--- config.mk ---
export PLATFORM = sky130hd
export DESIGN_NAME = fp_add_scheduler
export DESIGN_NICKNAME = d
export VERILOG_FILES = /design/src/rtl/fp_pkg.sv /design/src/rtl/rr_arbiter.sv /design/src/rtl/fp_add_scheduler.sv
export SDC_FILE = /design/constraint.sdc
export NUM_CORES = 1
export LEC_CHECK = 0
export BUFFER_PORTS_ARGS = -buffer_cell sky130_fd_sc_hd__buf_4
export CAP_MARGIN = 15
export CORE_ASPECT_RATIO = 1.4
export CORE_MARGIN = 2
export CORE_UTILIZATION = 30
export CTS_CLUSTER_DIAMETER = 120
export DETAILED_ROUTE_END_ITERATION = 10
export GPL_TIMING_DRIVEN = 0
export SLEW_MARGIN = 20
export SYNTH_ARGS = -nofsm -noshare
export SYNTH_HDL_FRONTEND = slang
export SYNTH_SLANG_ARGS = --single-unit
--- constraint.sdc ---
create_clock -name clk -period 3.9 [get_ports clk]
set_input_delay 0.39 -clock clk [delete_from_list [all_inputs] [get_ports clk]]
set_output_delay 0.39 -clock clk [all_outputs]
set_load 0.1 [all_outputs]
--- src/rtl/fp_pkg.sv ---
// Shared FP32 constants and small helpers for the shared-adder scheduler.
package fp_pkg;

  localparam int unsigned XLEN     = 32;
  localparam int unsigned SIGN_BIT = XLEN - 1;
  localparam int unsigned EXP_W    = 8;
  localparam int unsigned MAN_W    = 23;
  localparam int unsigned EXP_LSB  = MAN_W;

  // Width of an index able to address n requesters; never below one bit.
  function automatic int unsigned clog2(input int unsigned n);
    int unsigned w;
    w = 1;
    while ((32'd1 << w) < n) w++;
    return w;
  endfunction

endpackage

--- src/rtl/rr_arbiter.sv ---
// Round-robin arbiter: one-hot grant to the first request at or above ptr, with wrap.
module rr_arbiter
  import fp_pkg::*;
#(
  parameter int unsigned NREQ = 4,
  parameter int unsigned IDW  = clog2(NREQ)
) (
  input  logic            clk,
  input  logic            rst,
  input  logic [NREQ-1:0] req,
  output logic [NREQ-1:0] grant,
  output logic [IDW-1:0]  grant_id,
  output logic            grant_valid
);

  logic [IDW-1:0] ptr;
  int unsigned    j;

  always_comb begin
    grant       = '0;
    grant_id    = '0;
    grant_valid = 1'b0;
    j           = 0;
    for (int unsigned k = 0; k < NREQ; k++) begin
      j = (32'(ptr) + k) % NREQ;
      if (!grant_valid && req[IDW'(j)]) begin
        grant_valid        = 1'b1;
        grant[IDW'(j)]     = 1'b1;
        grant_id           = IDW'(j);
      end
    end
  end

  // Pointer moves just past the winner so it becomes lowest priority next.
  always_ff @(posedge clk) begin
    if (rst) begin
      ptr <= '0;
    end else if (grant_valid) begin
      ptr <= (grant_id == IDW'(NREQ - 1)) ? '0 : grant_id + 1'b1;
    end
  end

endmodule

--- src/rtl/fp_add_scheduler.sv ---
// Shares one external registered FP32 adder among NREQ requesters with
// round-robin issue, ID-tagged latency tracking and per-requester result slots.
module fp_add_scheduler
  import fp_pkg::clog2;
#(
  parameter int unsigned XLEN = fp_pkg::XLEN,
  parameter int unsigned NREQ = 4,
  parameter int unsigned LAT  = 1
) (
  input  logic                 clk,
  input  logic                 rst,
  input  logic [NREQ-1:0]      req_valid,
  output logic [NREQ-1:0]      req_ready,
  input  logic [NREQ*XLEN-1:0] req_a,
  input  logic [NREQ*XLEN-1:0] req_b,
  input  logic [NREQ-1:0]      req_sub,
  output logic [NREQ-1:0]      rsp_valid,
  input  logic [NREQ-1:0]      rsp_ready,
  output logic [NREQ*XLEN-1:0] rsp_data,
  output logic [XLEN-1:0]      add_a,
  output logic [XLEN-1:0]      add_b,
  input  logic [XLEN-1:0]      add_result,
  output logic                 busy
);

  localparam int unsigned IDW = clog2(NREQ);

  logic [NREQ-1:0]         pending;
  logic [NREQ-1:0]         eligible;
  logic [NREQ-1:0]         grant;
  logic [IDW-1:0]          grant_id;
  logic                    grant_valid;
  logic [XLEN-1:0]         sel_a;
  logic [XLEN-1:0]         sel_b;
  logic [LAT:0]            tag_v;
  logic [LAT:0][IDW-1:0]   tag_id;
  logic                    cap_v;
  logic [IDW-1:0]          cap_id;

  // A requester with a result still outstanding or parked may not issue again.
  assign eligible  = req_valid & ~pending & {NREQ{~rst}};
  assign req_ready = grant;
  assign busy      = |pending;

  rr_arbiter #(
    .NREQ (NREQ),
    .IDW  (IDW)
  ) u_arb (
    .clk         (clk),
    .rst         (rst),
    .req         (eligible),
    .grant       (grant),
    .grant_id    (grant_id),
    .grant_valid (grant_valid)
  );

  // Subtract is issued as an add with the sign of B inverted.
  always_comb begin
    sel_a = req_a[32'(grant_id) * XLEN +: XLEN];
    sel_b = req_b[32'(grant_id) * XLEN +: XLEN]
          ^ {req_sub[grant_id], {(XLEN - 1){1'b0}}};
  end

  always_ff @(posedge clk) begin
    if (rst) begin
      add_a <= '0;
      add_b <= '0;
    end else if (grant_valid) begin
      add_a <= sel_a;
      add_b <= sel_b;
    end
  end

  // Tag shift pipe: stage LAT lines up with add_result for the op it carries.
  always_ff @(posedge clk) begin
    if (rst) begin
      tag_v  <= '0;
      tag_id <= '0;
    end else begin
      tag_v[0]  <= grant_valid;
      tag_id[0] <= grant_id;
      for (int unsigned s = 1; s <= LAT; s++) begin
        tag_v[s]  <= tag_v[s-1];
        tag_id[s] <= tag_id[s-1];
      end
    end
  end

  assign cap_v  = tag_v[LAT];
  assign cap_id = tag_id[LAT];

  // Response slots and pending bits; capture and drain never hit the same slot.
  always_ff @(posedge clk) begin
    if (rst) begin
      rsp_valid <= '0;
      rsp_data  <= '0;
      pending   <= '0;
    end else begin
      for (int unsigned i = 0; i < NREQ; i++) begin
        if (cap_v && cap_id == IDW'(i)) begin
          rsp_valid[i]                <= 1'b1;
          rsp_data[i*XLEN +: XLEN]    <= add_result;
        end else if (rsp_valid[i] && rsp_ready[i]) begin
          rsp_valid[i] <= 1'b0;
        end
        if (grant[i]) begin
          pending[i] <= 1'b1;
        end else if (rsp_valid[i] && rsp_ready[i]) begin
          pending[i] <= 1'b0;
        end
      end
    end
  end

  // A result must never land on a slot that still holds an unconsumed one.
  always @(posedge clk) begin
    if (!rst && cap_v) begin
      assert (!rsp_valid[cap_id]);
    end
  end

endmodule
==> results of run 1 <==
-- state kept, by name (all words and copies together), names as in the netlist --
signal	count
add_a	32
u_arb.ptr	2
tag_v	2
cap_id	2
add_b	32
tag_id	2
pending	4
rsp_data	128
rsp_valid	4
-- stage by stage --
stage / instances / TNS, ps / instance area [sq um] / util / hold slack, ps
2_1_floorplan: 1488 / 0 / 11800 / - / 414
3_3_place_gp: 2511 / -4110 / 16200 / 0.419 / 432
3_5_place_dp: 2511 / -6380 / 16200 / 0.419 / 435
4_1_cts: 2553 / 0 / 17100 / 0.442 / 99.7
5_1_grt: 2552 / 0 / 17100 / 0.442 / 124
6_report: 2552 / 0 / 17100 / 0.442 / 130
-- cells by family (layout without fill, tap and decap cells) --
family,after synthesis,in the layout,share of synthesized area
AO/OA/AOI/OAI,454,454,0.288
XOR/XNOR,4,4,0.00298
flip-flops,208,208,0.354
AND/OR/NAND/NOR,644,644,0.274
multiplexers,7,7,0.00914
adder cells (fa/ha/maj),8,8,0.00850
buffers and inverters,163,705,0.0642
-- cell type report --
| type | instances | area, sq um | share of cell area |
|---|---|---|---|
| Multi-Input combinational cell | 1117 | 6880 | 0.403 |
| Sequential cell | 208 | 4170 | 0.244 |
| Timing Repair Buffer | 501 | 3760 | 0.220 |
| Buffer | 156 | 736 | 0.0431 |
| Clock buffer | 31 | 678 | 0.0397 |
| Tap cell | 522 | 653 | 0.0382 |
| Clock inverter | 12 | 181 | 0.0106 |
| Inverter | 5 | 21.3 | 0.00125 |
-- what timing repair did --
action                                  in CTS  in global routing
gates resized for setup                      7                  9
pin swaps                                    0                  0
endpoints found under the setup margin      59                 40
-- layer usage --
metal  vias to the layer above  part of all wire
met3                       117             0.084
li1                       6578                 -
met5                         -                 0
met1                      6664              0.36
met2                       674              0.51
met4                         0             0.042
-- placed cells by master, fill, tap and decap left out, drive strengths merged, types with 8 or more instances in the layout --
| cell type | synthesis | layout |
|---|---|---|
| buf | 57 | 558 |
| nand2 | 303 | 303 |
| dfxtp | 208 | 208 |
| a21oi | 191 | 191 |
| clkbuf | 101 | 130 |
| a211oi | 92 | 92 |
| and3 | 90 | 90 |
| nor4 | 65 | 65 |
| nand3 | 44 | 44 |
| nor3 | 41 | 41 |
| nand4 | 38 | 38 |
| o21a | 38 | 38 |
| a221oi | 38 | 38 |
| o31ai | 37 | 37 |
| and2 | 29 | 29 |
| a2111oi | 26 | 26 |
| a22oi | 11 | 11 |
| nor2b | 8 | 8 |
| nand2b | 8 | 8 |
| ha | 8 | 8 |
-- worst max path at each step --
stage	startpoint	endpoint	slack, ps
after floorplan	u_arb.ptr[0]$_SDFFE_PP0P_	req_ready[0]	370
after global placement	u_arb.ptr[0]$_SDFFE_PP0P_	add_b[10]$_SDFFE_PP0P_	-230
after detailed placement	u_arb.ptr[0]$_SDFFE_PP0P_	add_b[10]$_SDFFE_PP0P_	-240
after CTS	u_arb.ptr[0]$_SDFFE_PP0P_	req_ready[0]	70
after global routing	u_arb.ptr[0]$_SDFFE_PP0P_	req_ready[0]	20
final	u_arb.ptr[0]$_SDFFE_PP0P_	req_ready[0]	170
-- power groups by stage --
stage	clock network [mW]	registers (mW)	logic, mW
after CTS	2.53	2.97	10.9
after floorplan	0	5.74	5.21
after detailed placement	0	3.01	10.9
after global routing	2.61	3.02	11.6
after global placement	0	2.99	10.8
final	2.48	2.97	11.0
-- critical path: stages, from the launching register on --
cell and delay [ps]:
dfxtp_2 360, buf_6 150, nor2b_1 180, a22oi_2 440, clkbuf_2 370, nand3_1 120, a211oi_1 550, a22oi_1 180
nand2_1 130, buf_4 310
==> impl_metrics.env, run 1 <==
export IMPL_outcome="complete, no violations"
export IMPL_fin_crit_sh=0.956
export IMPL_syn2layout_area_growth_pct=45.0
export IMPL_synth_warnings=0
export IMPL_finalCriticalPeriod_ps=3730
export IMPL_root_buffer="clkbuf_16"
export IMPL_rsz0062_at_grt="false"
export IMPL_ys_seq_area_frac=0.354
export IMPL_internal_power_mw=7.20
export IMPL_hold_depth=3
export IMPL_powerDensity_nw_per_um2=964
export IMPL_r2r_end="add_b[6]$_SDFFE_PP0P_"
export IMPL_fin_nets=2323
export IMPL_port_buffers=501
export IMPL_r2r_slack_ps=340
export IMPL_start_kind="register"
export IMPL_reg2reg_depth=10
export IMPL_gp_congestion=0.929
export IMPL_combPwrFrac=0.669
export IMPL_start_util=0.305
export IMPL_critPathKind="register to output pin"
export IMPL_cp_end_kind="output pin"
export IMPL_cellLeakagePower_nw=7.07
export IMPL_drv_slew=0
export IMPL_boundaryPins=503
export IMPL_routed_via_density=5.50
export IMPL_synthArstFlopShare=0
export IMPL_syn_inst=1488
export IMPL_post_cts_setup_buffer_count=0
export IMPL_drc=0
export IMPL_h_tree_depth=1
export IMPL_required_ps=3510
export IMPL_worstSkewPairLatency_ps=540
export IMPL_min_to="rsp_data[69]$_SDFFE_PP0P_"
export IMPL_max_slew_margin=0.492
export IMPL_wl_per_cell_um=22.1
export IMPL_layout_setup_ws_ps=171
export IMPL_first_pass_iters=5
export IMPL_ys_ff_latch=208
export IMPL_synthFlopType="dfxtp_1"
export IMPL_holdBufCountCts=0
export IMPL_setup_viol=0
export IMPL_routed_wl_um=56300
export IMPL_rr_startpoint="u_arb.ptr[1]$_SDFFE_PP0P_"
export IMPL_dieArea_sq_um=40900
export IMPL_p_clk_frac=0.150
export IMPL_peakVddDrop_uv=459
export IMPL_drive_above_1_share=0.330
export IMPL_core_rowCount=85
export IMPL_antenna_left=0
export IMPL_die_h_um=238
export IMPL_finalPower_mw=16.5
export IMPL_hp_class="primary input to register"
export IMPL_grt_max_degree=22
export IMPL_met3_usage=0.0629
export IMPL_synth_top_area_cell="dfxtp_1"
export IMPL_grt_first_pass_wirelength_um=83200
export IMPL_use_met2=0.482
export IMPL_tightestPinTransition_ps=756
export IMPL_cts_inserted_buffers=24
export IMPL_met1_usage=0.284
export IMPL_synth_most_common_cell="nand2_1"
export IMPL_max_cap_violations=0
export IMPL_pwr_share_seq=0.180
export IMPL_clkTransAtPathRegs_ps=60
export IMPL_synth_enable_flop_cells=0
export IMPL_synth_nets=1798
export IMPL_post_synth_top_area_fraction=0.354
export IMPL_swShare=0.563
export IMPL_worstPathArrival_ps=3340
export IMPL_first_iter_violations=881
export IMPL_vias=14033
export IMPL_dp_hpwl_um=44600
export IMPL_pre_cts_ws_ps=-239
export IMPL_syn_avg_cell_area_sq_um=7.92
export IMPL_p_sw_mw=9.27
export IMPL_netlist_area_sq_um=11800
export IMPL_antenna_found_initial=0
export IMPL_clock_path_buffers=3
export IMPL_cts_tree="built"
export IMPL_fill_cells=4043
export IMPL_hp_start="add_result[5]"
export IMPL_busiest_layer="met2"
export IMPL_yosysUniqueCellTypes=61
export IMPL_synthTopCellsByCount="303 x nand2_1, 208 x dfxtp_1, 190 x a21oi_1"
export IMPL_max_freq_mhz=268
export IMPL_antennaDiodeCount=0
export IMPL_coreArea_sq_um=38600
export IMPL_critPathMaxFanout=10
export IMPL_overflow=0
export IMPL_skew_ps=16.1
export IMPL_grt_pass1_vias=14003
export IMPL_synth_area_leaders="dfxtp_1 35%, nand2_1 9.7%, a21oi_1 8.1%, a211oi_1 5.8%, and3_1 4.8%"
export IMPL_grt_usage=0.263
export IMPL_hold_viol=0
export IMPL_cts_sinks=208
export IMPL_die_x_um=171
No activity file was read; power rests on OpenSTA's default activity.
==> run 2, diff against run 1 <==
--- a/config.mk
+++ b/config.mk
@@ -7,12 +7,13 @@
 export LEC_CHECK = 0
 export BUFFER_PORTS_ARGS = -buffer_cell sky130_fd_sc_hd__buf_4
 export CAP_MARGIN = 15
-export CORE_ASPECT_RATIO = 1.4
-export CORE_MARGIN = 2
-export CORE_UTILIZATION = 30
+export CORE_AREA = 2 2 194 196
 export CTS_CLUSTER_DIAMETER = 120
 export DETAILED_ROUTE_END_ITERATION = 10
+export DIE_AREA = 0 0 196 198
+export GPL_ROUTABILITY_DRIVEN = 0
 export GPL_TIMING_DRIVEN = 0
+export PLACE_DENSITY = 0.54
 export SLEW_MARGIN = 20
 export SYNTH_ARGS = -nofsm -noshare
 export SYNTH_HDL_FRONTEND = slang
==> run 2 against run 1 <==
Effect of this change:
- power fell by 0.67%
- die area shrank 5.1%
- combinational power hardly changed
- largest power group unchanged
==> impl_metrics.env, run 2 (synthesis gave the netlist of run 1 again) <==
export IMPL_outcome="complete, no violations"
export IMPL_max_cap_violations=0
export IMPL_critPathKind="register to output pin"
export IMPL_boundaryPins=503
export IMPL_cp_end_kind="output pin"
export IMPL_tns_ps=0
export IMPL_drc=0
export IMPL_hold_depth=3
export IMPL_h_tree_depth=1
export IMPL_routed_wl_um=56500
export IMPL_first_iter_violations=772
export IMPL_start_kind="register"
export IMPL_cellLeakagePower_nw=7.06
export IMPL_max_freq_mhz=270
export IMPL_skew_ps=24.4
export IMPL_critPathMaxFanout=21
export IMPL_antenna_found_initial=4
export IMPL_wl_per_cell_um=22.5
export IMPL_routed_via_density=5.58
export IMPL_first_pass_iters=5
export IMPL_clock_path_buffers=3
export IMPL_overflow=0
export IMPL_regMostFlops="rsp_data"
export IMPL_dieArea_sq_um=38800
export IMPL_coreArea_sq_um=37000
export IMPL_clkTransAtPathRegs_ps=60
export IMPL_tightestPinTransition_ps=857
export IMPL_worstSkewPairLatency_ps=550
export IMPL_hold_slack_ps=111
export IMPL_cts_sinks=208
export IMPL_hp_class="primary input to register"
export IMPL_hold_viol=0
export IMPL_die_h_um=198
export IMPL_cts_tree="built"
export IMPL_powerDensity_nw_per_um2=963
export IMPL_final_common_cell="buf_4"
export IMPL_core_rowCount=71
export IMPL_peakVddDrop_uv=779
export IMPL_largest_reg_flops=128
export IMPL_fin_nets=2324
export IMPL_vias=14002
export IMPL_dp_hpwl_um=43800
export IMPL_grt_max_degree=22
export IMPL_port_buffers=501
export IMPL_reg_top3="rsp_data (128), add_a (32), add_b (32)"
export IMPL_required_ps=3510
export IMPL_drive_above_1_share=0.331
export IMPL_die_x_um=196
export IMPL_dp_cells=2463
export IMPL_cts_inserted_buffers=25
export IMPL_drv_slew=0
export IMPL_grt_pass1_vias=13530
export IMPL_instances_no_fill=2510
export IMPL_start_util=0.319
export IMPL_syn2layout_area_growth_pct=44.2
export IMPL_worstPathArrival_ps=3320
export IMPL_max_slew_margin=0.427
export IMPL_reg2reg_depth=11
export IMPL_root_buffer="clkbuf_16"
export IMPL_fin_crit_sh=0.951
export IMPL_rsz0062_at_grt="false"
export IMPL_layout_common_cells="509 x buf_4, 302 x nand2_1, 208 x dfxtp_1"
export IMPL_grt_usage=0.277
export IMPL_grt_first_pass_wirelength_um=82700
export IMPL_antenna_left=0
export IMPL_setup_viol=0
export IMPL_finalCriticalPeriod_ps=3710
-- run 2: cell types whose count changed in the layout (fill, tap and decap cells not counted), moves of 2 or more --
cell        before  now
bufinv_16        4    1
clkinv_2         3    6
clkinv_4         0    3
diode_2          0    3
clkinvlp_4       4    2
inv_6            0    2
-- run 2: layout make-up --
type | count | area (sq um)
inverter | 5 | 21.3
timing repair buffer | 501 | 3760
antenna | 3 | 7.51
multi-input combinational | 1117 | 6890
clock buffer | 32 | 692
tap | 474 | 593
fill | 3780 | 20000
clock inverter | 14 | 119
sequential | 208 | 4160
buffer | 156 | 734
-- run 2: metrics by stage --
stage / total power, mW / utilization / area, sq um / setup WS (ps)
4_1_cts: 16.3 / 0.459 / 17000 / 33.6
2_1_floorplan: 10.9 / - / 11800 / 373
3_3_place_gp: 13.9 / 0.437 / 16100 / -281
6_report: 16.4 / 0.460 / 17000 / 191
3_5_place_dp: 13.9 / 0.437 / 16100 / -286
5_1_grt: 17.2 / 0.460 / 17000 / 15.4
-- run 2: worst max-delay path: stages, from the launching register on --
cell     delay (ps)
dfxtp_1         450
buf_6           190
inv_4           130
ha_1            410
inv_1           150
mux4_2          580
nor3_4          280
a22oi_1         170
nand2_1         100
buf_4           310
-- run 2: path summary, 6_finish.rpt --
path	startpoint	endpoint	slack, ps
hold / removal	add_result[31]	rsp_data[31]$_SDFFE_PP0P_	110
setup reg to reg	u_arb.ptr[0]$_SDFFE_PP0P_	add_b[13]$_SDFFE_PP0P_	300
hold reg to reg	tag_v[0]$_SDFF_PP0_	tag_v[1]$_SDFF_PP0_	440
setup / recovery	u_arb.ptr[0]$_SDFFE_PP0P_	req_ready[0]	190
-- run 2: timing repair --
action | 4_1_cts | 5_1_grt
setup endpoints to repair | 57 | 4
setup buffers | 0 | 0
gates resized for setup | 7 | 6
hold buffers | 0 | 0
-- run 2: report_power, final --
part | internal [mW] | leakage (nW) | switching [mW] | total [mW]
registers | 2.62 | 1.70 | 0.333 | 2.95
logic | 3.08 | 4.96 | 7.98 | 11.1
clock network | 1.33 | 0.400 | 1.01 | 2.34
-- run 2: metal layers --
layer / GRT usage / share of wire
met1: 0.340 / 0.40
met2: 0.485 / 0.49
met3: 0.0547 / 0.080
met4: 0.0915 / 0.032
met5: 0 / 0.00021
